===== src/rtl/vga_timing_pipe.sv =====
// ---------------------------------------------------------------------------
// vga_timing_pipe
//   Parametrised VGA timing generator with a latency-aligned pixel output
//   stage. Presents column/line addresses to a framebuffer whose read data
//   returns RD_LATENCY enabled cycles later, and delays sync/blank by the
//   same amount so that the pins stay mutually aligned. One extra output
//   register stage follows, giving RD_LATENCY+1 enabled cycles from
//   h_addr to the pins.
//
// Optional feature macro: VGA_TEST_PATTERN_EN
//   When defined, adds input pat_sel. With pat_sel=1 the colours come from
//   an internal 8-bar pattern, vga_data is ignored and rd_en is held low.
//
// Ports
//   clk          in   pixel-domain clock
//   rst          in   synchronous active-high reset (overrides pix_en)
//   pix_en       in   pixel advance enable (tie 1 for full rate)
//   vga_data     in   {R,G,B} from framebuffer, RD_LATENCY enabled cycles
//                     after the address
//   pat_sel      in   test-pattern select (VGA_TEST_PATTERN_EN only)
//   h_addr       out  current column, 0 outside the active region
//   v_addr       out  current line, 0 outside the active region
//   rd_en        out  address valid (active region and pix_en)
//   hsync        out  horizontal sync, latency-aligned, polarity HSYNC_POL
//   vsync        out  vertical sync, latency-aligned, polarity VSYNC_POL
//   valid        out  active video (blank_n), latency-aligned
//   vga_r/g/b    out  colour outputs, 0 while blanked
//   line_start   out  one-cycle pulse at h_cnt=0
//   frame_start  out  one-cycle pulse at h_cnt=0, v_cnt=0
//   frame_cnt    out  completed-frame counter (wraps at 16 bits)
// ---------------------------------------------------------------------------
module vga_timing_pipe #(
  parameter int H_ACTIVE   = 640,
  parameter int H_FP       = 16,
  parameter int H_SYNC     = 96,
  parameter int H_BP       = 48,
  parameter int V_ACTIVE   = 480,
  parameter int V_FP       = 10,
  parameter int V_SYNC     = 2,
  parameter int V_BP       = 33,
  parameter int HSYNC_POL  = 0,
  parameter int VSYNC_POL  = 0,
  parameter int RD_LATENCY = 1,
  parameter int AW_H       = 10,
  parameter int AW_V       = 10
) (
  input  logic            clk,
  input  logic            rst,
  input  logic            pix_en,
  input  logic [23:0]     vga_data,
`ifdef VGA_TEST_PATTERN_EN
  input  logic            pat_sel,
`endif
  output logic [AW_H-1:0] h_addr,
  output logic [AW_V-1:0] v_addr,
  output logic            rd_en,
  output logic            hsync,
  output logic            vsync,
  output logic            valid,
  output logic [7:0]      vga_r,
  output logic [7:0]      vga_g,
  output logic [7:0]      vga_b,
  output logic            line_start,
  output logic            frame_start,
  output logic [15:0]     frame_cnt
);

  localparam int H_TOTAL = H_ACTIVE + H_FP + H_SYNC + H_BP;
  localparam int V_TOTAL = V_ACTIVE + V_FP + V_SYNC + V_BP;
  localparam int HCW     = $clog2(H_TOTAL);
  localparam int VCW     = $clog2(V_TOTAL);

  // All boundaries are strictly below the totals, so they fit the counter widths.
  localparam logic [HCW-1:0] L_H_LAST   = HCW'(H_TOTAL - 1);
  localparam logic [HCW-1:0] L_H_ACT    = HCW'(H_ACTIVE);
  localparam logic [HCW-1:0] L_HS_BEG   = HCW'(H_ACTIVE + H_FP);
  localparam logic [HCW-1:0] L_HS_END   = HCW'(H_ACTIVE + H_FP + H_SYNC);
  localparam logic [VCW-1:0] L_V_LAST   = VCW'(V_TOTAL - 1);
  localparam logic [VCW-1:0] L_V_ACT    = VCW'(V_ACTIVE);
  localparam logic [VCW-1:0] L_VS_BEG   = VCW'(V_ACTIVE + V_FP);
  localparam logic [VCW-1:0] L_VS_END   = VCW'(V_ACTIVE + V_FP + V_SYNC);

  localparam logic L_HS_ON = (HSYNC_POL != 0);
  localparam logic L_VS_ON = (VSYNC_POL != 0);

  if ((H_FP == 0) || (H_SYNC == 0) || (H_BP == 0) ||
      (V_FP == 0) || (V_SYNC == 0) || (V_BP == 0)) begin : g_bad_timing
    $error("vga_timing_pipe: porch and sync widths must be non-zero");
  end
  if ((64'(H_ACTIVE) > (64'd1 << AW_H)) || (64'(V_ACTIVE) > (64'd1 << AW_V))) begin : g_bad_aw
    $error("vga_timing_pipe: active area does not fit the address width");
  end
  if ((RD_LATENCY < 0) || (RD_LATENCY > 7)) begin : g_bad_lat
    $error("vga_timing_pipe: RD_LATENCY must be within 0..7");
  end

  // -------------------------------------------------------------------------
  // Timing counters
  // -------------------------------------------------------------------------
  logic [HCW-1:0] r_hcnt;
  logic [VCW-1:0] r_vcnt;
  logic [15:0]    r_frame_cnt;
  logic           w_h_last;
  logic           w_v_last;

  assign w_h_last = (r_hcnt == L_H_LAST);
  assign w_v_last = (r_vcnt == L_V_LAST);

  always_ff @(posedge clk) begin
    if (rst) begin
      r_hcnt      <= '0;
      r_vcnt      <= '0;
      r_frame_cnt <= '0;
    end else if (pix_en) begin
      if (w_h_last) begin
        r_hcnt <= '0;
        r_vcnt <= w_v_last ? '0 : r_vcnt + 1'b1;
      end else begin
        r_hcnt <= r_hcnt + 1'b1;
      end
      if (w_h_last && w_v_last) begin
        r_frame_cnt <= r_frame_cnt + 1'b1;
      end
    end
  end

  // -------------------------------------------------------------------------
  // Raw timing decode and framebuffer addressing
  // -------------------------------------------------------------------------
  logic w_act;
  logic w_hs_raw;
  logic w_vs_raw;
  logic w_rd_ok;

  assign w_act    = (r_hcnt < L_H_ACT) && (r_vcnt < L_V_ACT);
  assign w_hs_raw = (r_hcnt >= L_HS_BEG) && (r_hcnt < L_HS_END);
  assign w_vs_raw = (r_vcnt >= L_VS_BEG) && (r_vcnt < L_VS_END);

`ifdef VGA_TEST_PATTERN_EN
  assign w_rd_ok = ~pat_sel;
`else
  assign w_rd_ok = 1'b1;
`endif

  assign h_addr = w_act ? AW_H'(r_hcnt) : '0;
  assign v_addr = w_act ? AW_V'(r_vcnt) : '0;
  // Reads are held off while reset is asserted; the counters are not yet valid.
  assign rd_en  = w_act & pix_en & ~rst & w_rd_ok;

  assign line_start  = pix_en & ~rst & (r_hcnt == '0);
  assign frame_start = pix_en & ~rst & (r_hcnt == '0) & (r_vcnt == '0);
  assign frame_cnt   = r_frame_cnt;

  // -------------------------------------------------------------------------
  // Alignment pipeline: sync/blank travel alongside the framebuffer read
  // -------------------------------------------------------------------------
  typedef struct packed {
    logic            hs;
    logic            vs;
    logic            act;
`ifdef VGA_TEST_PATTERN_EN
    logic [AW_H-1:0] haddr;
`endif
  } stage_t;

  localparam stage_t STAGE_IDLE = '0;

  stage_t w_raw;
  stage_t w_dly;

  always_comb begin
    w_raw     = STAGE_IDLE;
    w_raw.hs  = w_hs_raw;
    w_raw.vs  = w_vs_raw;
    w_raw.act = w_act;
`ifdef VGA_TEST_PATTERN_EN
    w_raw.haddr = h_addr;
`endif
  end

  if (RD_LATENCY == 0) begin : g_lat0
    assign w_dly = w_raw;
  end else begin : g_latn
    stage_t r_pipe [RD_LATENCY];

    always_ff @(posedge clk) begin
      if (rst) begin
        for (int unsigned i = 0; i < RD_LATENCY; i++) begin
          r_pipe[i] <= STAGE_IDLE;
        end
      end else if (pix_en) begin
        r_pipe[0] <= w_raw;
        for (int unsigned i = 1; i < RD_LATENCY; i++) begin
          r_pipe[i] <= r_pipe[i-1];
        end
      end
    end

    assign w_dly = r_pipe[RD_LATENCY-1];
  end

  // -------------------------------------------------------------------------
  // Colour source selection
  // -------------------------------------------------------------------------
  logic [23:0] w_rgb_nxt;

`ifdef VGA_TEST_PATTERN_EN
  localparam int BW = AW_H + 4;

  logic [BW-1:0] w_bar_num;
  logic [2:0]    w_bar;
  logic [23:0]   w_pat_rgb;

  // Bar index = column * 8 / H_ACTIVE, always below 8 inside the active area.
  assign w_bar_num = BW'(w_dly.haddr) << 3;
  assign w_bar     = 3'(w_bar_num / BW'(H_ACTIVE));
  assign w_pat_rgb = {{8{w_bar[2]}}, {8{w_bar[1]}}, {8{w_bar[0]}}};
`endif

  always_comb begin
    w_rgb_nxt = '0;
    if (w_dly.act) begin
`ifdef VGA_TEST_PATTERN_EN
      w_rgb_nxt = pat_sel ? w_pat_rgb : vga_data;
`else
      w_rgb_nxt = vga_data;
`endif
    end
  end

  // -------------------------------------------------------------------------
  // Output register: one stage for colours and sync/blank together
  // -------------------------------------------------------------------------
  logic        r_hsync;
  logic        r_vsync;
  logic        r_valid;
  logic [23:0] r_rgb;

  always_ff @(posedge clk) begin
    if (rst) begin
      r_hsync <= ~L_HS_ON;
      r_vsync <= ~L_VS_ON;
      r_valid <= 1'b0;
      r_rgb   <= '0;
    end else if (pix_en) begin
      r_hsync <= w_dly.hs ? L_HS_ON : ~L_HS_ON;
      r_vsync <= w_dly.vs ? L_VS_ON : ~L_VS_ON;
      r_valid <= w_dly.act;
      r_rgb   <= w_rgb_nxt;
    end
  end

  assign hsync = r_hsync;
  assign vsync = r_vsync;
  assign valid = r_valid;
  assign vga_r = r_rgb[23:16];
  assign vga_g = r_rgb[15:8];
  assign vga_b = r_rgb[7:0];

endmodule


===== config.mk =====
export PLATFORM = sky130hd
export DESIGN_NAME = vga_timing_pipe
export DESIGN_NICKNAME = d
export VERILOG_FILES = /design/src/rtl/vga_timing_pipe.sv
export SDC_FILE = /design/constraint.sdc
export NUM_CORES = 1
export LEC_CHECK = 0
export ABC_AREA = 1
export CAP_MARGIN = 20
export CORE_MARGIN = 5
export CORE_UTILIZATION = 47
export CTS_CLUSTER_SIZE = 40
export DETAILED_ROUTE_END_ITERATION = 16
export GPL_TIMING_DRIVEN = 0
export PLACE_DENSITY = 0.85
export SYNTH_ARGS = -nofsm -noshare
export SYNTH_HDL_FRONTEND = slang
export SYNTH_SLANG_ARGS = --single-unit
export TNS_END_PERCENT = 5

===== constraint.sdc =====
create_clock -name clk -period 2.95 [get_ports clk]
set_clock_uncertainty 0.05 [all_clocks]
set_input_delay 0.885 -clock clk [delete_from_list [all_inputs] [get_ports clk]]
set_output_delay 0.885 -clock clk [all_outputs]
set_load 0.05 [all_outputs]

==> results.json <==
{
  "grt_pass1_vias": 3127,
  "vias_per_cell": 5.390,
  "grt_pass1_wl_um": 14670,
  "via_count": 3293,
  "slowest_stage": "nor3_4",
  "core-area_mm2": 0.006459,
  "fmax_mhz": 344.3,
  "dp_hpwl_um": 6402,
  "cts.path.max_buffers": 2,
  "synthArstFlopShare_pct": 0,
  "layout-drive-gt1-share_pct": 16.67,
  "critical_path_class": "input port to output pin",
  "slew_headroom_pct": 64.57,
  "io_buffers": 90,
  "grt_max_degree": 12,
  "power_density_mw_per_mm2": 428.5,
  "maxCapViolations": 0,
  "endpoint_kind": "output pin",
  "die_w_um": 91.99,
  "drv_slew": 0,
  "required_ns": 2.02,
  "cp_cell_sequence": "buf_12 -> inv_8 -> nor2_4 -> inv_2 -> nor3_2 -> nand4_1 -> nor3_4 -> buf_6",
  "synth-main-ff-cell": "dfxtp_1",
  "cts_hold_buf": 0,
  "grt_usage_pct": 20.76,
  "crit_arrival_ns": 1.97,
  "min_to": "hsync$_SDFFE_PP1P_",
  "avgSynthCellArea_um2": 7.486,
  "synth_seq_cells": 66,
  "wl_um": 8938,
  "total_power_w": 0.001861,
  "crit_cells": 8,
  "crit_path_max_incr_delay_ns": 0.23,
  "clk_latency_ns": 0.33,
  "cts_tree": "built",
  "gp_congestion": 0.8997,
  "drtPass1Iterations": 5,
  "crit_fanout": 5,
  "htreeDepth": 3,
  "post-route-min-period_ns": 2.904,
  "leakage_nw": 1.717,
  "grt_overflow": 0,
  "fin_setup_tns_ns": 0,
  "worst-path-buf-inv": 4,
  "root_buffer": "clkbuf_8",
  "syn_nets": 454,
  "synth_edf_count": 3,
  "rows": 29,
  "cp_top_family": "simple AND/OR/NAND/NOR gates",
  "min_path_type": "flop to flop",
  "r2r-end": "r_hcnt[9]$_SDFFE_PP0P_",
  "r2r_cells": 9,
  "die_h_um": 91.99,
  "peakVddDrop_uv": 287.6,
  "final_antenna_net_count": 0,
  "cts_sinks": 66,
  "tightest_slew_ns": 0.5298,
  "drt-initial-drc-count": 191,
  "status": "completed",
  "antenna_cells": 0,
  "clk_pin_slew_ns": 0.07,
  "r2r-start": "r_hcnt[1]$_SDFFE_PP0P_",
  "synth_cells": 422,
  "startpoint_type": "input port",
  "holdPathStages": 1,
  "grt_antenna_before_repair": 0,
  "wl_per_cell_um": 14.63,
  "synth.distinct_cells": 33,
  "period_share_pct": 98.45,
  "die-area_mm2": 0.008461,
  "areaGrowthSynthToFinish_pct": 37.51,
  "numCtsBuffers": 9,
  "ios": 93,
  "hp-start": "g_latn.r_pipe[0][2]$_SDFFCE_PN0P_",
  "synth_area_mm2": 0.003159,
  "drc_errors": 0,
  "reg2reg_setup_slack_ns": 1.20,
  "yosys_warnings": 0,
  "setup_viol": 0,
  "initial_core_util_pct": 48.92,
  "nets": 562,
  "hold_viol_final": 0,
  "seq_area_frac_synth_pct": 42.77,
  "filler_cell_count": 569,
  "rsz0062_at_grt": "yes"
}
[cell usage after synthesis, types with 5 or more instances]
cell type | count | share of area, %
nor2_1 | 85 | 10
ha_1 | 5 | 2.0
o21ai_0 | 7 | 1.1
nand2_1 | 71 | 8.4
nor3_1 | 11 | 1.7
a32o_1 | 24 | 7.6
nor2_2 | 5 | 0.99
nand3_1 | 32 | 5.1
nand4_1 | 9 | 1.8
a21oi_2 | 8 | 2.2
inv_1 | 47 | 5.6
a21oi_1 | 14 | 2.2
buf_2 | 11 | 1.7
dfxtp_1 | 63 | 40
[cells in the final DEF, fill, tap and decap left out, types with 7 or more instances in the layout]
master	instances
a21oi_1	14
a21oi_2	8
a32o_1	24
buf_2	13
buf_4	9
clkbuf_2	19
clkbuf_8	9
clkdlybuf4s50_1	67
dfxtp_1	61
inv_1	45
nand2_1	71
nand3_1	32
nand4_1	9
nor2_1	85
nor3_1	8
o21ai_0	7
[layer usage]
layer	global-route usage [%]	share of wire [%]	wire length, um
met5	0	0	0
met4	5.198	0.98	88
met3	4.828	6.9	619
met2	36.80	50	4482
met1	25.39	42	3748
[cells by family (layout without fill, tap and decap cells)]
family	Yosys count	after routing	share of synthesized area (%)
buffers and inverters	68	180	9.624
adders and majority gates	5	5	1.980
other	1	1	0.1187
AOI/OAI and AO/OA	57	57	14.14
xor gates and xnor gates	3	3	0.8318
DFF	66	66	42.77
and+or+nand+nor	222	222	30.53
[worst max path at each step]
stage,startpoint,to,slack (ns)
after CTS,r_vcnt[5]$_SDFFE_PP0P_,v_addr[5],-0.07
final,pix_en,frame_start,0.05
after global placement,rst,frame_start,-0.99
after global routing,pix_en,frame_start,-0.03
after detailed placement,rst,frame_start,-1.01
after floorplan,pix_en,frame_start,0.006
[cell type report]
type                            instances  area [um2]  share of cell area [%]
Buffer                                 20       138.9                   3.197
Clock buffer                            9       123.9                   2.851
Clock inverter                          6       58.81                   1.354
Inverter                               48       187.7                   4.320
Multi-Input combinational cell        288        1536                   35.37
Sequential cell                        66        1354                   31.16
Tap cell                               77       96.34                   2.218
Timing Repair Buffer                   97       848.3                   19.53
[report_power, final]
part           switching (W)  internal [W]  leakage (nW)  total (W)
clock               0.000338      0.000381        0.0986   0.000719
combinational       0.000132     0.0000861          1.07   0.000218
sequential        0.00000972      0.000915         0.543   0.000924
total               0.000480       0.00138          1.72    0.00186
[state kept, by name (all words and copies together), names as in the netlist]
register and cells:
frame_cnt 16, g_latn.r_pipe 3, hsync 1, r_hcnt 10
r_rgb 24, r_vcnt 10, valid 1, vsync 1
[per-stage QoR]
stage	cells	util (%)	worst slack (ns)	cell area (um2)	hold slack, ns
finish	611	67.26	0.04565	4344	0.3788
global route	611	67.26	-0.03090	4344	0.4005
CTS	605	67.42	-0.07012	4354	0.3846
detailed placement	589	64.74	-1.009	4182	0.3802
global placement	589	64.74	-0.9893	4182	0.3527
floorplan	422	-	0.005797	3184	0.3500
[what timing repair did]
item | CTS | global route
setup endpoints to repair | 22 | 22
pin swaps | 3 | 4
setup buffers | 1 | 4
cloned | 0 | 2
gates resized for setup | 39 | 50
Power figures use the tool's default switching activity.
